## src/rtl/gt_init_pkg.sv

```systemverilog
// Shared types and helpers for the GT link bring-up sequencer.
// Holds the sequencer state encoding, retry counter sizing and timer sizing.
package gt_init_pkg;

  typedef enum logic [2:0] {
    RST_ALL   = 3'd0,
    WAIT_RST  = 3'd1,
    WAIT_BB   = 3'd2,
    WAIT_LINK = 3'd3,
    DONE      = 3'd4,
    RST_RX    = 3'd5,
    RETRY     = 3'd6,
    FAIL      = 3'd7
  } gt_init_state_e;

  localparam int C_RETRY_W = 4;
  localparam logic [C_RETRY_W-1:0] C_RETRY_MAX = 4'hF;

  // One timer serves both pulse and timeout counting, so size it for the larger.
  function automatic int timer_width(input int timeout_cyc, input int pulse_cyc);
    int max_v;
    max_v = (timeout_cyc > pulse_cyc) ? timeout_cyc : pulse_cyc;
    return $clog2(max_v + 1);
  endfunction

  function automatic logic [C_RETRY_W-1:0] retry_sat_inc(input logic [C_RETRY_W-1:0] v);
    if (v == C_RETRY_MAX) begin
      return v;
    end else begin
      return v + 4'd1;
    end
  endfunction

endpackage

```

## src/rtl/gt_link_init_sequencer_if.sv

```systemverilog
// GT channel status/reset-request bundle between the bring-up sequencer and the GT wrapper.
// master = sequencer side, slave = transceiver/debug side.
interface gt_link_init_sequencer_if;
  import gt_init_pkg::*;

  logic                 gtwiz_reset_tx_done_sync;
  logic                 gtwiz_reset_rx_done_sync;
  logic                 gtwiz_buffbypass_rx_done_sync;
  logic                 gtwiz_buffbypass_rx_error_sync;
  logic                 link_status_in;
  logic                 link_down_latched_reset_in;
  logic                 gtwiz_reset_all_init_int;
  logic                 gtwiz_reset_rx_datapath_init_int;
  logic                 init_done_int;
  logic [C_RETRY_W-1:0] init_retry_ctr_int;
  logic                 link_down_latched_out;
  logic                 init_fail_out;

  modport master (
    input  gtwiz_reset_tx_done_sync,
    input  gtwiz_reset_rx_done_sync,
    input  gtwiz_buffbypass_rx_done_sync,
    input  gtwiz_buffbypass_rx_error_sync,
    input  link_status_in,
    input  link_down_latched_reset_in,
    output gtwiz_reset_all_init_int,
    output gtwiz_reset_rx_datapath_init_int,
    output init_done_int,
    output init_retry_ctr_int,
    output link_down_latched_out,
    output init_fail_out
  );

  modport slave (
    output gtwiz_reset_tx_done_sync,
    output gtwiz_reset_rx_done_sync,
    output gtwiz_buffbypass_rx_done_sync,
    output gtwiz_buffbypass_rx_error_sync,
    output link_status_in,
    output link_down_latched_reset_in,
    input  gtwiz_reset_all_init_int,
    input  gtwiz_reset_rx_datapath_init_int,
    input  init_done_int,
    input  init_retry_ctr_int,
    input  link_down_latched_out,
    input  init_fail_out
  );

endinterface

```

## src/rtl/gt_init_timer.sv

```systemverilog
// Loadable down-counter used for reset pulse lengths and WAIT_* timeouts.
// Stops at zero; expired is high while the count is zero.
module gt_init_timer #(
  parameter int               P_W       = 8,
  parameter logic [P_W-1:0]   P_RST_VAL = {P_W{1'b0}}
) (
  input  logic           clk,
  input  logic           rst,
  input  logic           load,
  input  logic [P_W-1:0] load_val,
  input  logic           en,
  output logic           expired
);

  logic [P_W-1:0] cnt_r;

  // Count register: reset value, reload, or decrement towards zero.
  always_ff @(posedge clk) begin
    if (rst) begin
      cnt_r <= P_RST_VAL;
    end else if (load) begin
      cnt_r <= load_val;
    end else if (en && (cnt_r != {P_W{1'b0}})) begin
      cnt_r <= cnt_r - P_W'(1);
    end else begin
      cnt_r <= cnt_r;
    end
  end

  assign expired = (cnt_r == {P_W{1'b0}});

endmodule

```

## src/rtl/gt_link_init_sequencer.sv

```systemverilog
// Autonomous bring-up sequencer for one GT channel (free-running clock domain).
// Define GT_INIT_AUTO_RETRY_EN to loop failures back to reset_all instead of a terminal FAIL.
module gt_link_init_sequencer
  import gt_init_pkg::*;
#(
  parameter int P_RST_PULSE_CYC    = 16,
  parameter int P_WAIT_TIMEOUT_CYC = 12_500_000,
  parameter int P_LINK_STABLE_CYC  = 1024
) (
  input  logic                            hb_gtwiz_reset_clk_freerun_buf_int,
  input  logic                            hb_gtwiz_reset_all_int,
  gt_link_init_sequencer_if.master        gt
);

  localparam int C_TMR_W = timer_width(P_WAIT_TIMEOUT_CYC, P_RST_PULSE_CYC);
  localparam int C_STB_W = $clog2(P_LINK_STABLE_CYC + 1);
  localparam logic [C_TMR_W-1:0] C_PULSE_LOAD = C_TMR_W'(P_RST_PULSE_CYC - 1);
  localparam logic [C_TMR_W-1:0] C_WAIT_LOAD  = C_TMR_W'(P_WAIT_TIMEOUT_CYC);
  localparam logic [C_STB_W-1:0] C_STB_LAST   = C_STB_W'(P_LINK_STABLE_CYC - 1);

  gt_init_state_e        state_r;
  gt_init_state_e        nxt_state_s;
  logic [C_STB_W-1:0]    stable_r;
  logic [C_RETRY_W-1:0]  retry_ctr_r;
  logic                  reset_all_r;
  logic                  rx_datapath_r;
  logic                  init_done_r;
  logic                  link_down_latched_r;
  logic                  init_fail_r;
  logic                  tx_done_d_r;
  logic                  rx_done_d_r;
  logic                  tx_fall_s;
  logic                  rx_fall_s;
  logic                  tmr_load_s;
  logic                  tmr_en_s;
  logic [C_TMR_W-1:0]    tmr_val_s;
  logic                  tmr_expired_s;

  assign tx_fall_s = tx_done_d_r & ~gt.gtwiz_reset_tx_done_sync;
  assign rx_fall_s = rx_done_d_r & ~gt.gtwiz_reset_rx_done_sync;

  gt_init_timer #(
    .P_W       (C_TMR_W),
    .P_RST_VAL (C_PULSE_LOAD)
  ) u_timer (
    .clk      (hb_gtwiz_reset_clk_freerun_buf_int),
    .rst      (hb_gtwiz_reset_all_int),
    .load     (tmr_load_s),
    .load_val (tmr_val_s),
    .en       (tmr_en_s),
    .expired  (tmr_expired_s)
  );

  // Next-state decode; a done condition is checked before timer expiry so it wins.
  always_comb begin
    nxt_state_s = state_r;
    case (state_r)
      RST_ALL: begin
        if (tmr_expired_s) nxt_state_s = WAIT_RST;
        else               nxt_state_s = RST_ALL;
      end
      WAIT_RST: begin
        if (gt.gtwiz_reset_tx_done_sync && gt.gtwiz_reset_rx_done_sync) nxt_state_s = WAIT_BB;
        else if (tmr_expired_s)                                         nxt_state_s = RETRY;
        else                                                            nxt_state_s = WAIT_RST;
      end
      WAIT_BB: begin
        if (gt.gtwiz_buffbypass_rx_error_sync)     nxt_state_s = RETRY;
        else if (gt.gtwiz_buffbypass_rx_done_sync) nxt_state_s = WAIT_LINK;
        else if (tmr_expired_s)                    nxt_state_s = RETRY;
        else                                       nxt_state_s = WAIT_BB;
      end
      WAIT_LINK: begin
        if (gt.link_status_in && (stable_r == C_STB_LAST)) nxt_state_s = DONE;
        else if (tmr_expired_s)                            nxt_state_s = RETRY;
        else                                               nxt_state_s = WAIT_LINK;
      end
      DONE: begin
        if (!gt.link_status_in)       nxt_state_s = RST_RX;
        else if (tx_fall_s || rx_fall_s) nxt_state_s = RETRY;
        else                          nxt_state_s = DONE;
      end
      RST_RX: begin
        if (tmr_expired_s) nxt_state_s = WAIT_RST;
        else               nxt_state_s = RST_RX;
      end
      RETRY: begin
`ifdef GT_INIT_AUTO_RETRY_EN
        nxt_state_s = RST_ALL;
`else
        nxt_state_s = FAIL;
`endif
      end
      FAIL: begin
        nxt_state_s = FAIL;
      end
      default: begin
        nxt_state_s = RST_ALL;
      end
    endcase
  end

  // Timer control: reload on every state change, count down while staying.
  always_comb begin
    tmr_load_s = 1'b0;
    tmr_en_s   = 1'b0;
    tmr_val_s  = C_WAIT_LOAD;
    if (nxt_state_s != state_r) begin
      tmr_load_s = 1'b1;
      if ((nxt_state_s == RST_ALL) || (nxt_state_s == RST_RX)) begin
        tmr_val_s = C_PULSE_LOAD;
      end else begin
        tmr_val_s = C_WAIT_LOAD;
      end
    end else begin
      tmr_en_s = 1'b1;
    end
  end

  // Sequencer state and all registered outputs.
  always_ff @(posedge hb_gtwiz_reset_clk_freerun_buf_int) begin
    if (hb_gtwiz_reset_all_int) begin
      state_r             <= RST_ALL;
      stable_r            <= {C_STB_W{1'b0}};
      retry_ctr_r         <= {C_RETRY_W{1'b0}};
      reset_all_r         <= 1'b1;
      rx_datapath_r       <= 1'b0;
      init_done_r         <= 1'b0;
      link_down_latched_r <= 1'b0;
      init_fail_r         <= 1'b0;
      tx_done_d_r         <= 1'b0;
      rx_done_d_r         <= 1'b0;
    end else begin
      state_r       <= nxt_state_s;
      reset_all_r   <= (nxt_state_s == RST_ALL);
      rx_datapath_r <= (nxt_state_s == RST_RX);
      init_done_r   <= (nxt_state_s == DONE);
`ifdef GT_INIT_AUTO_RETRY_EN
      init_fail_r   <= 1'b0;
`else
      init_fail_r   <= (nxt_state_s == FAIL);
`endif
      tx_done_d_r   <= gt.gtwiz_reset_tx_done_sync;
      rx_done_d_r   <= gt.gtwiz_reset_rx_done_sync;

      if (state_r == WAIT_LINK) begin
        if (gt.link_status_in) stable_r <= stable_r + C_STB_W'(1);
        else                   stable_r <= {C_STB_W{1'b0}};
      end else begin
        stable_r <= {C_STB_W{1'b0}};
      end

      if (state_r == RETRY) retry_ctr_r <= retry_sat_inc(retry_ctr_r);
      else                  retry_ctr_r <= retry_ctr_r;

      // A fresh link loss overrides a simultaneous clear request.
      if ((state_r == DONE) && !gt.link_status_in) link_down_latched_r <= 1'b1;
      else if (gt.link_down_latched_reset_in)      link_down_latched_r <= 1'b0;
      else                                         link_down_latched_r <= link_down_latched_r;
    end
  end

  assign gt.gtwiz_reset_all_init_int         = reset_all_r;
  assign gt.gtwiz_reset_rx_datapath_init_int = rx_datapath_r;
  assign gt.init_done_int                    = init_done_r;
  assign gt.init_retry_ctr_int               = retry_ctr_r;
  assign gt.link_down_latched_out            = link_down_latched_r;
  assign gt.init_fail_out                    = init_fail_r;

endmodule

```

## src/flat_wrapper.sv

```systemverilog
// flat-port wrapper written by rule: the top's interface ports become plain ports
module gt_link_init_sequencer_flat import gt_init_pkg::*;
#(
  parameter int P_RST_PULSE_CYC    = 16,
  parameter int P_WAIT_TIMEOUT_CYC = 12_500_000,
  parameter int P_LINK_STABLE_CYC  = 1024
)
  (hb_gtwiz_reset_clk_freerun_buf_int, hb_gtwiz_reset_all_int, gt_gtwiz_reset_tx_done_sync, gt_gtwiz_reset_rx_done_sync, gt_gtwiz_buffbypass_rx_done_sync, gt_gtwiz_buffbypass_rx_error_sync, gt_link_status_in, gt_link_down_latched_reset_in, gt_gtwiz_reset_all_init_int, gt_gtwiz_reset_rx_datapath_init_int, gt_init_done_int, gt_init_retry_ctr_int, gt_link_down_latched_out, gt_init_fail_out);
  gt_link_init_sequencer_if gt_i ();
  input  logic hb_gtwiz_reset_clk_freerun_buf_int;
  input  logic hb_gtwiz_reset_all_int;
  input wire logic [$bits(gt_i.gtwiz_reset_tx_done_sync)-1:0] gt_gtwiz_reset_tx_done_sync;
  input wire logic [$bits(gt_i.gtwiz_reset_rx_done_sync)-1:0] gt_gtwiz_reset_rx_done_sync;
  input wire logic [$bits(gt_i.gtwiz_buffbypass_rx_done_sync)-1:0] gt_gtwiz_buffbypass_rx_done_sync;
  input wire logic [$bits(gt_i.gtwiz_buffbypass_rx_error_sync)-1:0] gt_gtwiz_buffbypass_rx_error_sync;
  input wire logic [$bits(gt_i.link_status_in)-1:0] gt_link_status_in;
  input wire logic [$bits(gt_i.link_down_latched_reset_in)-1:0] gt_link_down_latched_reset_in;
  output wire logic [$bits(gt_i.gtwiz_reset_all_init_int)-1:0] gt_gtwiz_reset_all_init_int;
  output wire logic [$bits(gt_i.gtwiz_reset_rx_datapath_init_int)-1:0] gt_gtwiz_reset_rx_datapath_init_int;
  output wire logic [$bits(gt_i.init_done_int)-1:0] gt_init_done_int;
  output wire logic [$bits(gt_i.init_retry_ctr_int)-1:0] gt_init_retry_ctr_int;
  output wire logic [$bits(gt_i.link_down_latched_out)-1:0] gt_link_down_latched_out;
  output wire logic [$bits(gt_i.init_fail_out)-1:0] gt_init_fail_out;
  assign gt_i.gtwiz_reset_tx_done_sync = gt_gtwiz_reset_tx_done_sync;
  assign gt_i.gtwiz_reset_rx_done_sync = gt_gtwiz_reset_rx_done_sync;
  assign gt_i.gtwiz_buffbypass_rx_done_sync = gt_gtwiz_buffbypass_rx_done_sync;
  assign gt_i.gtwiz_buffbypass_rx_error_sync = gt_gtwiz_buffbypass_rx_error_sync;
  assign gt_i.link_status_in = gt_link_status_in;
  assign gt_i.link_down_latched_reset_in = gt_link_down_latched_reset_in;
  assign gt_gtwiz_reset_all_init_int = gt_i.gtwiz_reset_all_init_int;
  assign gt_gtwiz_reset_rx_datapath_init_int = gt_i.gtwiz_reset_rx_datapath_init_int;
  assign gt_init_done_int = gt_i.init_done_int;
  assign gt_init_retry_ctr_int = gt_i.init_retry_ctr_int;
  assign gt_link_down_latched_out = gt_i.link_down_latched_out;
  assign gt_init_fail_out = gt_i.init_fail_out;
  gt_link_init_sequencer #(.P_RST_PULSE_CYC(P_RST_PULSE_CYC), .P_WAIT_TIMEOUT_CYC(P_WAIT_TIMEOUT_CYC), .P_LINK_STABLE_CYC(P_LINK_STABLE_CYC)) u_core (.hb_gtwiz_reset_clk_freerun_buf_int(hb_gtwiz_reset_clk_freerun_buf_int), .hb_gtwiz_reset_all_int(hb_gtwiz_reset_all_int), .gt(gt_i));
endmodule
```

## config.mk

```make
export PLATFORM = sky130hd
export DESIGN_NAME = gt_link_init_sequencer_flat
export DESIGN_NICKNAME = d
export VERILOG_FILES = /design/src/rtl/gt_init_pkg.sv /design/src/rtl/gt_link_init_sequencer_if.sv /design/src/rtl/gt_init_timer.sv /design/src/rtl/gt_link_init_sequencer.sv /design/src/flat_wrapper.sv
export SDC_FILE = /design/constraint.sdc
export NUM_CORES = 1
export LEC_CHECK = 0
export ABC_AREA = 1
export CORE_ASPECT_RATIO = 0.8
export CORE_MARGIN = 5
export CORE_UTILIZATION = 25
export CTS_CLUSTER_SIZE = 12
export DETAILED_ROUTE_END_ITERATION = 7
export HOLD_SLACK_MARGIN = 0.1
export SLEW_MARGIN = 20
export SYNTH_ARGS = -nofsm -noshare
export SYNTH_HDL_FRONTEND = slang
export SYNTH_SLANG_ARGS = --single-unit
```

## constraint.sdc

```tcl
create_clock -name hb_gtwiz_reset_clk_freerun_buf_int -period 2.5 [get_ports hb_gtwiz_reset_clk_freerun_buf_int]
set_clock_uncertainty 0.1 [all_clocks]
set_input_delay 0.75 -clock hb_gtwiz_reset_clk_freerun_buf_int [delete_from_list [all_inputs] [get_ports hb_gtwiz_reset_clk_freerun_buf_int]]
set_output_delay 0.75 -clock hb_gtwiz_reset_clk_freerun_buf_int [all_outputs]
set_load 0.02 [all_outputs]
```

==> results.toml, run 1 <==
[outcome]
run_status = "complete, no violations"

[global_route]
grt_first_pass_wirelength_um = 10490
antenna_found_initial = 0
grt-ovfl-total = 0
track_usage = 0.1005
grt_max_degree = 16
first_global_vias = 2157

[timing]
tns_ns = 0
fin_crit_ns = 2.351
setup_viol = 0
finalCritPeriodShare = 0.9404
max_freq_mhz = 425.3
hold_viol_final = 0
fin_ws_ns = 0.1489
drv_slew = 0
worst_slew_margin_rel = 0.6398
worstMarginPinSlew_ns = 0.5357

[final_layout]
fin_nets = 421
seqCellArea_um2 = 980.9
final_cell_mix = "nand2_1 (74), nor2_1 (56), dfxtp_1 (49)"
area_growth_pct = 30.05
fillers = 1061
final_common_cell = "nand2_1"
antenna_cells = 0
layout-drive-gt1-share = 0.1971
fin_cells = 551
fin_util = 0.3324
multi_input_area_um2 = 1534

[die]
io_pins = 17
die_width_um = 124.6
die_y_um = 101.7
rows = 33
dieArea_um2 = 12670
start_util = 0.2556
core_area_um2 = 10280

[synth]
synth_fa_ha_area_frac = 0.01429
ys_seq_area_frac = 0.3733
yosys.area.top_type = "dfxtp_1"
synth_compound_area_frac = 0.06524
synth_top_family_by_area = "simple AND/OR/NAND/NOR gates"
netlist-cell-type-count = 30
synth_seq_cells = 49
synth_simple_gate_area_share = 0.4019
synthTopCellsByArea = "dfxtp_1 (37%), nand2_1 (11%), nor2_1 (8.4%), nand3_1 (4.8%), inv_1 (4.3%)"
synth-xor-area-share = 0.07000
syn_nets = 379
synth_mux_area_frac = 0
netlist_instances = 368
netlist_area_um2 = 2628
synthArstFlopShare = 0
synth_edf_count = 0
synth-main-ff-cell = "dfxtp_1"
synth.top_cell.area_share = 0.3733
synth_area_per_cell_um2 = 7.140
yosysWarnings = 0

[worst_setup_path]
ff2ff_setup_slack_ns = 0.15
critical_path_class = "flop to flop"
required_ns = 2.58
worst-path-buf-inv = 3
cp_slowest_cell = "dfxtp_1"
rr_startpoint = "u_core.u_timer.cnt_r[0]"
cp.arrival_ns = 2.43
endpoint_kind = "flop"
critPathTopFamily = "simple AND/OR/NAND/NOR gates"
crit_start = "u_core.u_timer.cnt_r[0]"
cp_cell_sequence = "inv_1, ha_1, nand2_2, nor2_8, buf_4, nand3_2, nand3_2, nand2_2, nand2_2, nand2_4, buf_12, nand3_4, nand2_4, a21oi_2"
start_kind = "flop"
max_stage_delay_ns = 0.41
crit_fanout = 10
critPathMostFrequentCell = "nand2_2"

[pwr]
leakage_nw = 1.507
p_int_mw = 1.386
comb_power_share = 0.035
p_sw_mw = 0.3278
clkPwrFrac = 0.502
ir_drop_mv = 0.2736
pwr_density_cell_nw_per_um2 = 501.6
p_seq_frac = 0.462
sw_frac_of_total = 0.1913

[min_path]
min_from = "u_core.stable_r[0]"
hold_class = "flop to flop"

[flow_run]
max-cap-violations = 0

[cts]
clock_latency_ns = 0.29
root_buffer = "clkbuf_16"
cts_sinks = 49
cts_buffers = 5
htree_levels = 2
clockBufferDepth = 2
cts_tree = "done"
clkTransAtPathRegs_ns = 0.07

[placed_design]
post-place-ws_ns = -0.3189
numPortBuffers = 16
place_congestion = 0.8558
dp_hpwl_um = 4540
dp_cells = 535

[detailed_routing]
dr.pass1.iters = 4
vias = 2406
drt-wirelength-per-cell_um = 11.61
routed_wl_um = 6396
viasPerCell = 4.367
antenna_left = 0
remaining_drc_errors = 0
drtIter0Drc = 192
==> final cells by class <==
type,instances,share of cell area
Multi-Input combinational cell,276,0.4489
Inverter,37,0.04211
Clock inverter,3,0.01904
Timing Repair Buffer,41,0.1150
Sequential cell,49,0.2871
Clock buffer,5,0.03662
Tap cell,140,0.05126
==> routing by layer <==
metal / wire length [µm] / track usage / vias to the layer above
met5: 0 / 0 / -
met4: 29 / 0.02275 / 0
met3: 325 / 0.02056 / 2
met2: 2542 / 0.1400 / 53
met1: 3498 / 0.1567 / 1078
li1: - / - / 1273
==> state kept, by name, summed over array words and instances, names as in the netlist <==
name,flops
u_core.gt.init_retry_ctr_int,4
u_core.state_r,3
u_core.u_timer.cnt_r,24
u_core.gt.init_fail_out,1
u_core.gt.gtwiz_reset_rx_datapath_init_int,1
u_core.stable_r,11
u_core.tx_done_d_r,1
u_core.rx_done_d_r,1
u_core.gt.init_done_int,1
u_core.gt.gtwiz_reset_all_init_int,1
u_core.gt.link_down_latched_out,1
==> worst paths after layout <==
path                                                 end  cells past startpoint
worst max register to register  u_core.u_timer.cnt_r[18]                     14
worst min register to register        u_core.stable_r[0]                      1
worst max-delay path            u_core.u_timer.cnt_r[18]                     14
worst min-delay path                  u_core.stable_r[0]                      1
==> power groups by stage <==
stage | registers, mW | clock network (mW) | logic, mW
2_1_floorplan | 0.808 | 0 | 0.0303
3_3_place_gp | 0.809 | 0 | 0.0592
3_5_place_dp | 0.809 | 0 | 0.0591
4_1_cts | 0.792 | 0.883 | 0.0608
5_1_grt | 0.792 | 0.918 | 0.0689
6_report | 0.792 | 0.861 | 0.0608
==> through the flow <==
stage	total power, mW	hold WS (ns)	instance area (µm²)
detailed placement	0.8686	0.3499	3087
floorplan	0.8380	0.3175	2628
CTS	1.735	0.3592	3289
finish	1.714	0.3553	3417
global route	1.779	0.3835	3417
global placement	0.8686	0.3304	3087
==> synth_stat cells, types with 3 or more instances <==
cell type / instances
nand2_1: 75
a21oi_1: 15
inv_1: 30
inv_2: 4
nor2_1: 59
o21ai_0: 10
buf_6: 3
ha_1: 3
xnor2_1: 10
xor2_1: 11
dfxtp_1: 49
nand2_2: 15
nand3_1: 25
nor4_1: 9
nand3_2: 5
clkbuf_1: 4
nand4_1: 6
nor2_2: 6
nor3_1: 12
==> what timing repair did <==
item	4_1_cts	5_1_grt
resized for setup	3	15
endpoints found under the hold margin	0	0
endpoints found under the setup margin	14	23
gates cloned	0	2
buffers inserted	0	6
pin swaps	0	12
hold buffers	0	0
==> cell families after synthesis <==
| logic type | after synthesis |
|---|---|
| compound gates | 31 |
| flops | 49 |
| xor+xnor | 21 |
| fa+ha+maj | 3 |
| simple gates | 219 |
| buf+inv | 45 |
Power figures use the tool's default switching activity.
==> run 2, diff against run 1 <==
--- a/config.mk
+++ b/config.mk
@@ -12,6 +12,7 @@
 export CTS_CLUSTER_SIZE = 12
 export DETAILED_ROUTE_END_ITERATION = 7
 export HOLD_SLACK_MARGIN = 0.1
+export SKIP_CTS_REPAIR_TIMING = 1
 export SLEW_MARGIN = 20
 export SYNTH_ARGS = -nofsm -noshare
 export SYNTH_HDL_FRONTEND = slang
==> results.toml, run 2 (same netlist as run 1, synthesis figures left out) <==
[outcome]
run_status = "complete, no violations"

[flow_run]
max-cap-violations = 0

[cts]
cts_tree = "done"
htree_levels = 2
clock_latency_ns = 0.28
clockBufferDepth = 2
cts_sinks = 49
root_buffer = "clkbuf_16"
clkTransAtPathRegs_ns = 0.06
cts_buffers = 5

[final_layout]
largest_reg_flops = 24
antenna_cells = 0
final_cell_mix = "nand2_1 (74), nor2_1 (56), dfxtp_1 (49)"
area_growth_pct = 30.05
layout-drive-gt1-share = 0.1971
fillers = 1061
fin_nets = 421
multi_input_area_um2 = 1534
largest-register = "u_core.u_timer.cnt_r"
final_common_cell = "nand2_1"
seqCellArea_um2 = 980.9

[die]
rows = 33
die_y_um = 101.7
start_util = 0.2556
io_pins = 17
dieArea_um2 = 12670
die_width_um = 124.6
core_area_um2 = 10280

[pwr]
p_seq_frac = 0.463
p_int_mw = 1.386
clkPwrFrac = 0.502
total_power_mw = 1.711
comb_power_share = 0.035
ir_drop_mv = 0.2738
sw_frac_of_total = 0.1897
leakage_nw = 1.507
pwr_density_cell_nw_per_um2 = 500.6
p_sw_mw = 0.3246

[timing]
drv_slew = 0
fin_crit_ns = 2.362
worst_slew_margin_rel = 0.6357
max_freq_mhz = 423.3
worstMarginPinSlew_ns = 0.5418
tns_ns = 0
finalCritPeriodShare = 0.9450
hold_viol_final = 0
setup_viol = 0

[detailed_routing]
viasPerCell = 4.396
drt-wirelength-per-cell_um = 11.55
routed_wl_um = 6366
vias = 2422
dr.pass1.iters = 4
remaining_drc_errors = 0
antenna_left = 0
drtIter0Drc = 176

[worst_setup_path]
critical_path_class = "flop to flop"
start_kind = "flop"
required_ns = 2.57
crit_fanout = 10
endpoint_kind = "flop"
cp.arrival_ns = 2.44

[global_route]
grt_first_pass_wirelength_um = 10420
track_usage = 0.1001
antenna_found_initial = 0
grt-ovfl-total = 0
grt_max_degree = 16
first_global_vias = 2152

[placed_design]
place_congestion = 0.8558
dp_hpwl_um = 4540
numPortBuffers = 16

[min_path]
hold_class = "flop to flop"
-- run 2: cell counts in the layout (fill, tap and decap cells not counted) --
Identical to the previous run, type by type.
-- run 2: cell type report --
cell class / instances / share of cell area
clock buffer: 5 / 0.03662
sequential: 49 / 0.2871
clock inverter: 3 / 0.01904
multi-input combinational: 276 / 0.4489
inverter: 37 / 0.04211
timing repair buffer: 41 / 0.1150
tap: 140 / 0.05126
-- run 2: critical path, cell delays in order (launching register included) --
cell and delay, ns:
dfxtp_1 0.42, inv_1 0.08, ha_1 0.24, nand2_2 0.18
nor2_8 0.06, buf_4 0.14, nand3_2 0.14, nand3_2 0.15
nand2_2 0.12, nand2_2 0.09, nand2_4 0.11, buf_12 0.13
nand3_4 0.12, nand2_4 0.13, a21oi_2 0.04
-- run 2: worst paths after layout --
check | from | to | slack (ns) | depth (start not counted)
worst max register to register | u_core.u_timer.cnt_r[0] | u_core.u_timer.cnt_r[18] | 0.14 | 14
worst min-delay path | u_core.stable_r[0] | u_core.stable_r[0] | 0.36 | 1
worst max-delay path | u_core.u_timer.cnt_r[0] | u_core.u_timer.cnt_r[18] | 0.14 | 14
worst min register to register | u_core.stable_r[0] | u_core.stable_r[0] | 0.36 | 1
-- run 2: power by group through the flow --
stage	clock, mW	combinational [mW]	sequential (mW)
after floorplan	0	0.0303	0.808
after global placement	0	0.0592	0.809
after detailed placement	0	0.0591	0.809
after CTS	0.883	0.0599	0.792
after global routing	0.919	0.0688	0.792
final	0.858	0.0604	0.792
-- run 2: per-layer routing --
metal | routed length [µm] | share of wire | track usage | vias up
li1 | - | - | - | 1274
met1 | 3474 | 0.55 | 0.1561 | 1096
met2 | 2560 | 0.40 | 0.1391 | 50
met3 | 300 | 0.047 | 0.02056 | 2
met4 | 29 | 0.0046 | 0.02275 | 0
met5 | 0 | 0 | 0 | -
-- run 2: through the flow --
step / utilization / hold WS, ns / setup slack [ns] / std cells / area, µm²
2_1_floorplan: - / 0.3175 / 0.3380 / 368 / 2628
3_3_place_gp: 0.3002 / 0.3304 / -0.2689 / 535 / 3087
3_5_place_dp: 0.3002 / 0.3499 / -0.3189 / 535 / 3087
4_1_cts: 0.3187 / 0.3592 / -0.04013 / 543 / 3277
5_1_grt: 0.3324 / 0.3835 / -0.05184 / 551 / 3417
6_report: 0.3324 / 0.3553 / 0.1376 / 551 / 3417
